--- config.mk ---
export PLATFORM = sky130hd
export DESIGN_NAME = mult_sched
export DESIGN_NICKNAME = d
export VERILOG_FILES = /design/src/rtl/mult_pkg.sv /design/src/rtl/rr_arbiter.sv /design/src/rtl/mult_sched.sv
export SDC_FILE = /design/constraint.sdc
export NUM_CORES = 1
export LEC_CHECK = 0
export ABC_AREA = 1
export BUFFER_PORTS_ARGS = -buffer_cell sky130_fd_sc_hd__buf_2
export CAP_MARGIN = 25
export CORE_ASPECT_RATIO = 1.2
export CORE_MARGIN = 10
export CORE_UTILIZATION = 44
export DETAILED_ROUTE_END_ITERATION = 8
export PLACE_DENSITY = 0.89
export RECOVER_POWER = 50
export SETUP_SLACK_MARGIN = 0.15
export SLEW_MARGIN = 20
export SYNTH_ARGS = -nofsm -noshare
export SYNTH_HDL_FRONTEND = slang
export SYNTH_HIERARCHICAL = 1
export SYNTH_SLANG_ARGS = --single-unit
--- constraint.sdc ---
create_clock -name clk -period 5.56 [get_ports clk]
set_clock_uncertainty 0.1 [all_clocks]
set_input_delay 1.112 -clock clk [delete_from_list [all_inputs] [get_ports clk]]
set_output_delay 1.112 -clock clk [all_outputs]
set_load 0.05 [all_outputs]
--- src/rtl/mult_pkg.sv ---
// Shared defaults and FSM state encoding for the multiplier scheduler.
package mult_pkg;

    localparam int M_DEF = 26;
    localparam int N_DEF = 14;

    typedef enum logic [1:0] {
        ST_IDLE = 2'd0,
        ST_BUSY = 2'd1,
        ST_DONE = 2'd2
    } state_e;

endpackage

--- src/rtl/rr_arbiter.sv ---
// Combinational round-robin picker: first asserted request at or after ptr_i, with wrap.
module rr_arbiter #(
    parameter int NREQ = 4,
    parameter int ID_W = $clog2(NREQ)
) (
    input  logic [NREQ-1:0] req_i,
    input  logic [ID_W-1:0] ptr_i,
    output logic [NREQ-1:0] grant_o,
    output logic [ID_W-1:0] idx_o,
    output logic            any_o
);

    logic [ID_W:0] pos;

    always_comb begin
        grant_o = '0;
        idx_o   = '0;
        any_o   = 1'b0;
        pos     = '0;
        for (int k = 0; k < NREQ; k++) begin
            // One extra bit so ptr+k never overflows before the wrap subtraction.
            pos = {1'b0, ptr_i} + (ID_W+1)'(k);
            if (pos >= (ID_W+1)'(NREQ)) begin
                pos = pos - (ID_W+1)'(NREQ);
            end
            if (!any_o && req_i[pos[ID_W-1:0]]) begin
                any_o = 1'b1;
                idx_o = pos[ID_W-1:0];
            end
        end
        if (any_o) begin
            grant_o[idx_o] = 1'b1;
        end
    end

endmodule

--- src/rtl/mult_sched.sv ---
// Round-robin scheduler that time-shares one external sequential multiplier between NREQ clients.
module mult_sched
    import mult_pkg::*;
#(
    parameter int M       = M_DEF,
    parameter int N       = N_DEF,
    parameter int NREQ    = 4,
    parameter int MUL_LAT = 16,
    localparam int ID_W   = $clog2(NREQ)
) (
    input  logic              clk,
    input  logic              rst,
    input  logic [NREQ-1:0]   req_valid,
    output logic [NREQ-1:0]   req_ready,
    input  logic [NREQ*M-1:0] req_a,
    input  logic [NREQ*N-1:0] req_b,
    output logic              mul_en,
    output logic [M-1:0]      mul_a,
    output logic [N-1:0]      mul_b,
    input  logic [M+N-1:0]    mul_product,
    output logic              res_valid,
    input  logic              res_ready,
    output logic [ID_W-1:0]   res_id,
    output logic [M+N-1:0]    res_product,
    output logic              busy
);

    localparam int CNT_W = (MUL_LAT > 1) ? $clog2(MUL_LAT) : 1;

    state_e           state_q, state_d;
    logic [CNT_W-1:0] cnt_q, cnt_d;
    logic [ID_W-1:0]  ptr_q, ptr_d;
    logic             mul_en_q, mul_en_d;
    logic [M-1:0]     mul_a_q, mul_a_d;
    logic [N-1:0]     mul_b_q, mul_b_d;
    logic             res_valid_q, res_valid_d;
    logic [ID_W-1:0]  res_id_q, res_id_d;
    logic [M+N-1:0]   res_prod_q, res_prod_d;
    logic             busy_q, busy_d;

    logic [NREQ-1:0]  grant;
    logic [ID_W-1:0]  grant_idx;
    logic             grant_any;

    rr_arbiter #(
        .NREQ (NREQ),
        .ID_W (ID_W)
    ) u_arb (
        .req_i   (req_valid),
        .ptr_i   (ptr_q),
        .grant_o (grant),
        .idx_o   (grant_idx),
        .any_o   (grant_any)
    );

    // Valid/ready: a transfer happens on a rising edge where both are high; ready never waits on valid
    // falling, and a client must hold valid plus operands until it sees the transfer.
    assign req_ready = (state_q == ST_IDLE && !rst) ? grant : '0;

    always_comb begin
        state_d     = state_q;
        cnt_d       = cnt_q;
        ptr_d       = ptr_q;
        mul_en_d    = mul_en_q;
        mul_a_d     = mul_a_q;
        mul_b_d     = mul_b_q;
        res_valid_d = res_valid_q;
        res_id_d    = res_id_q;
        res_prod_d  = res_prod_q;
        case (state_q)
            ST_IDLE: begin
                if (grant_any && |(req_valid & req_ready)) begin
                    mul_a_d  = req_a[int'(grant_idx)*M +: M];
                    mul_b_d  = req_b[int'(grant_idx)*N +: N];
                    res_id_d = grant_idx;
                    mul_en_d = 1'b1;
                    cnt_d    = '0;
                    ptr_d    = (grant_idx == ID_W'(NREQ-1)) ? '0 : grant_idx + ID_W'(1);
                    state_d  = ST_BUSY;
                end
            end
            ST_BUSY: begin
                cnt_d = cnt_q + CNT_W'(1);
                if (cnt_q == CNT_W'(MUL_LAT-1)) begin
                    res_prod_d  = mul_product;
                    res_valid_d = 1'b1;
                    mul_en_d    = 1'b0;
                    state_d     = ST_DONE;
                end
            end
            ST_DONE: begin
                if (res_ready) begin
                    res_valid_d = 1'b0;
                    state_d     = ST_IDLE;
                end
            end
            default: begin
                state_d = ST_IDLE;
            end
        endcase
        busy_d = (state_d != ST_IDLE);
    end

    always_ff @(posedge clk or posedge rst) begin
        if (rst) begin
            state_q     <= ST_IDLE;
            cnt_q       <= '0;
            ptr_q       <= '0;
            mul_en_q    <= 1'b0;
            mul_a_q     <= '0;
            mul_b_q     <= '0;
            res_valid_q <= 1'b0;
            res_id_q    <= '0;
            res_prod_q  <= '0;
            busy_q      <= 1'b0;
        end else begin
            state_q     <= state_d;
            cnt_q       <= cnt_d;
            ptr_q       <= ptr_d;
            mul_en_q    <= mul_en_d;
            mul_a_q     <= mul_a_d;
            mul_b_q     <= mul_b_d;
            res_valid_q <= res_valid_d;
            res_id_q    <= res_id_d;
            res_prod_q  <= res_prod_d;
            busy_q      <= busy_d;
        end
    end

    assign mul_en      = mul_en_q;
    assign mul_a       = mul_a_q;
    assign mul_b       = mul_b_q;
    assign res_valid   = res_valid_q;
    assign res_id      = res_id_q;
    assign res_product = res_prod_q;
    assign busy        = busy_q;

endmodule

==> metrics <==
number of enable-type register cells in the synthesized netlist=0; sort of element at the end of the critical path=output pin; Routed WL per cell=15.5 µm; Hold Crit Class=register to register; number of buffer and inverter instances along the worst setup path=6; Sw Ratio=0.576; clock slew at the register clock pins of the worst setup and hold paths=0.07 ns; most frequent cells in the layout=sky130_fd_sc_hd__buf_2 (255), sky130_fd_sc_hd__nand2_1 (204), sky130_fd_sc_hd__o21ai_0 (110); status=finished, violations left; Pre-Repair DR Iteration Count=4; wire length of the first global-routing pass=28.4 mm; Netlist Area Pre-Place=5110 µm²; DRC=0; switching power=3.11 mW; clock tree root buffer cell=sky130_fd_sc_hd__clkbuf_16; violated checks=max-capacitance violations, max-slew violations; Pint=2.28 mW; DRT antenna net count=0; Least-Margin Pin Slew=2.48 ns; cell with the largest stage delay on the worst path=sky130_fd_sc_hd__nand2_2; Reg2Reg Capture Point=res_product[17]; routed wire length=17.7 mm; Syn Inst Count=711; global route overflow=0; Cell Rows=43; Seq/Total Area, Yosys=0.456; largest stage delay on the critical path=0.47 ns; Tcrit/Tclk final=0.777; Die X=118 µm; number of CTS-inserted buffers=9; number of buffers added on ports=295; cts hold-fix bufs=0; min setup slack post-route=1.24 ns; Final Setup Violations=0; worst-skew pair later-pin latency=0.33 ns; Crit Path Max Fanout=46; Leak Pwr=3.82 nW; Setup Crit Path Kind=input pin to output pin; Ports=296; power per cell area=778 nW/µm²; vias in the first global route=5,718; Setup Buffers After CTS=0; Area Growth Syn to Fin=35.6%; Yosys warnings=6; TritonCTS clock tree=built; fraction of registers with async set or reset after synthesis=1.00; CP required=4.35 ns; half-perimeter wire length after detailed placement=13.7 mm; count of nets after finishing=1,189; overall routing resource usage=0.208; starting utilization of the core area=0.446; Avg Cell Area, Syn=7.18 µm²; number of antenna violations at the first check in global routing=1; unrepaired setup endpoints after global routing=false; Longest Clk Path Bufs=2; H-Tree Depth=3; cell depth of the worst flop-to-flop path=7; via density per instance=4.93; number of hold violations in the final report=0; worst setup slack before clock tree synthesis=1.26 ns; Hold Path Sink=res_product[14]; kind of cell with the highest combined delay on the critical path=simple AND/OR/NAND/NOR gates; pin count of the biggest net entering global routing=83; maximum achievable frequency=231 MHz; Critical Path Source Type=input pin; Setup TNS Final=0 ns; Die Outline Area=16,300 µm²; Placeable Area=11,500 µm²; share of cells above drive strength 1=0.319; TritonCTS Sinks=93; FF-to-FF Start=state_q[1]; register bit count reported by yosys=93; startpoint of the worst hold path=res_product[14]; Hold Worst Slack=0.370 ns; number of cells upsized or downsized after cts=0; power share of the sequential group=0.219; worst rel slew slack=-0.653; most used flip-flop cell after synthesis=sky130_fd_sc_hd__dfrtp_1; internal reg-to-reg setup slack=1.64 ns; vias post-DR=5,633; cells along the critical path=buf_2, inv_1, nand2_1, nand3_2, nand2_2, inv_2, nand3_2, nand2_1, inv_2, nand2_2, nor2_1, inv_1, nor2_1, buf_2; height of the chip=138 µm; most frequent standard cell in the layout excluding fill and tap cells=sky130_fd_sc_hd__buf_2; maximum vdd drop=0.000611 V; synthesized net count=920; Worst Hold Depth=2; number of DRC violations after detailed-routing iteration 0=301; minimum period implied by the final worst setup slack=4.32 ns; distinct cell type count of the synthesized netlist=26; final weighted congestion in routability-driven placement=0.865; clock share of power=0.118; combinational group share of total power=0.662; number of pins exceeding their max-slew limit in the final report=90; data arrival time at the worst-slack endpoint=3.11 ns; Ant. Diodes=0; number of violations of the max-capacitance limit=2
==> power groups by stage <==
stage	sequential, mW	clock, mW	combinational (mW)
after CTS	1.18	0.653	3.64
final	1.18	0.637	3.57
after global routing	1.23	0.683	3.97
after floorplan	2.20	0	1.77
after global placement	1.17	0	3.54
after detailed placement	1.18	0	3.64
==> Yosys cell counts, types with 2 or more instances <==
master                     instances  area share
sky130_fd_sc_hd__ha_1              2      0.0049
sky130_fd_sc_hd__nand2_2          13       0.016
sky130_fd_sc_hd__nand4_1           5      0.0061
sky130_fd_sc_hd__dfrtp_1          93        0.46
sky130_fd_sc_hd__nand2_4           2      0.0044
sky130_fd_sc_hd__o22ai_1          40       0.049
sky130_fd_sc_hd__or2_2             2      0.0024
sky130_fd_sc_hd__buf_2            14       0.014
sky130_fd_sc_hd__nand2_1         204        0.15
sky130_fd_sc_hd__nor2_1           87       0.064
sky130_fd_sc_hd__inv_1            60       0.044
sky130_fd_sc_hd__nand3_2           6       0.012
sky130_fd_sc_hd__a21oi_1           2      0.0020
sky130_fd_sc_hd__o21ai_1          17       0.017
sky130_fd_sc_hd__inv_2             6      0.0044
sky130_fd_sc_hd__o21ai_2           3      0.0051
sky130_fd_sc_hd__nand3_1           8      0.0078
sky130_fd_sc_hd__o21ai_0         110        0.11
sky130_fd_sc_hd__clkbuf_1         28       0.021
sky130_fd_sc_hd__nor2_2            3      0.0037
==> cell families after synthesis <==
kind of cell    Yosys count  share of synthesized area
buf+inv                 112                     0.0894
compound gates          173                      0.182
simple gates            331                      0.268
fa+ha+maj                 2                    0.00490
flops                    93                      0.456
==> per-layer routing <==
layer | GRT usage | up-vias | part of all wire
met5 | 0 | - | 0.00073
met1 | 0.234 | 2537 | 0.40
met4 | 0.0574 | 2 | 0.014
met2 | 0.358 | 258 | 0.49
li1 | - | 2814 | -
met3 | 0.0774 | 22 | 0.098
==> sequential cells by signal (all words and copies together) (netlist names), 2 cells and up <==
signal / flops
ptr_q: 2
cnt_q: 4
res_product: 40
state_q: 2
mul_a: 26
mul_b: 14
res_id: 2
==> tightest hold or removal path: stages (launching register included) <==
cell                      delay (ns)
sky130_fd_sc_hd__dfrtp_1        0.34
sky130_fd_sc_hd__nand2_1        0.05
sky130_fd_sc_hd__nand2_1        0.05
==> stage by stage <==
step | cell area, µm² | total power [mW] | utilization | cells
global route | 6930 | 5.88 | 0.605 | 1142
detailed placement | 6680 | 4.83 | 0.582 | 1126
global placement | 6660 | 4.72 | 0.581 | 1125
CTS | 6990 | 5.47 | 0.610 | 1142
finish | 6930 | 5.39 | 0.605 | 1142
floorplan | 5110 | 3.96 | - | 711
==> how the worst max path moves through the flow <==
stage,from,end,cells after the start,slack (ns)
2_1_floorplan,rst,req_ready[0],3,1.22
3_3_place_gp,req_valid[1],req_ready[2],15,1.37
3_5_place_dp,req_valid[3],mul_b[9],14,1.26
4_1_cts,req_valid[0],req_ready[0],12,1.26
5_1_grt,req_valid[3],req_ready[0],12,1.03
6_report,req_valid[3],req_ready[0],14,1.24
==> final cells by class <==
type | count | area (µm²)
Timing Repair Buffer | 302 | 1500
Fill cell | 1084 | 4530
Clock inverter | 7 | 87.6
Tap cell | 157 | 196
Clock buffer | 9 | 225
Inverter | 68 | 264
Multi-Input combinational cell | 506 | 2330
Sequential cell | 93 | 2330
No activity file was read; power rests on OpenSTA's default activity.
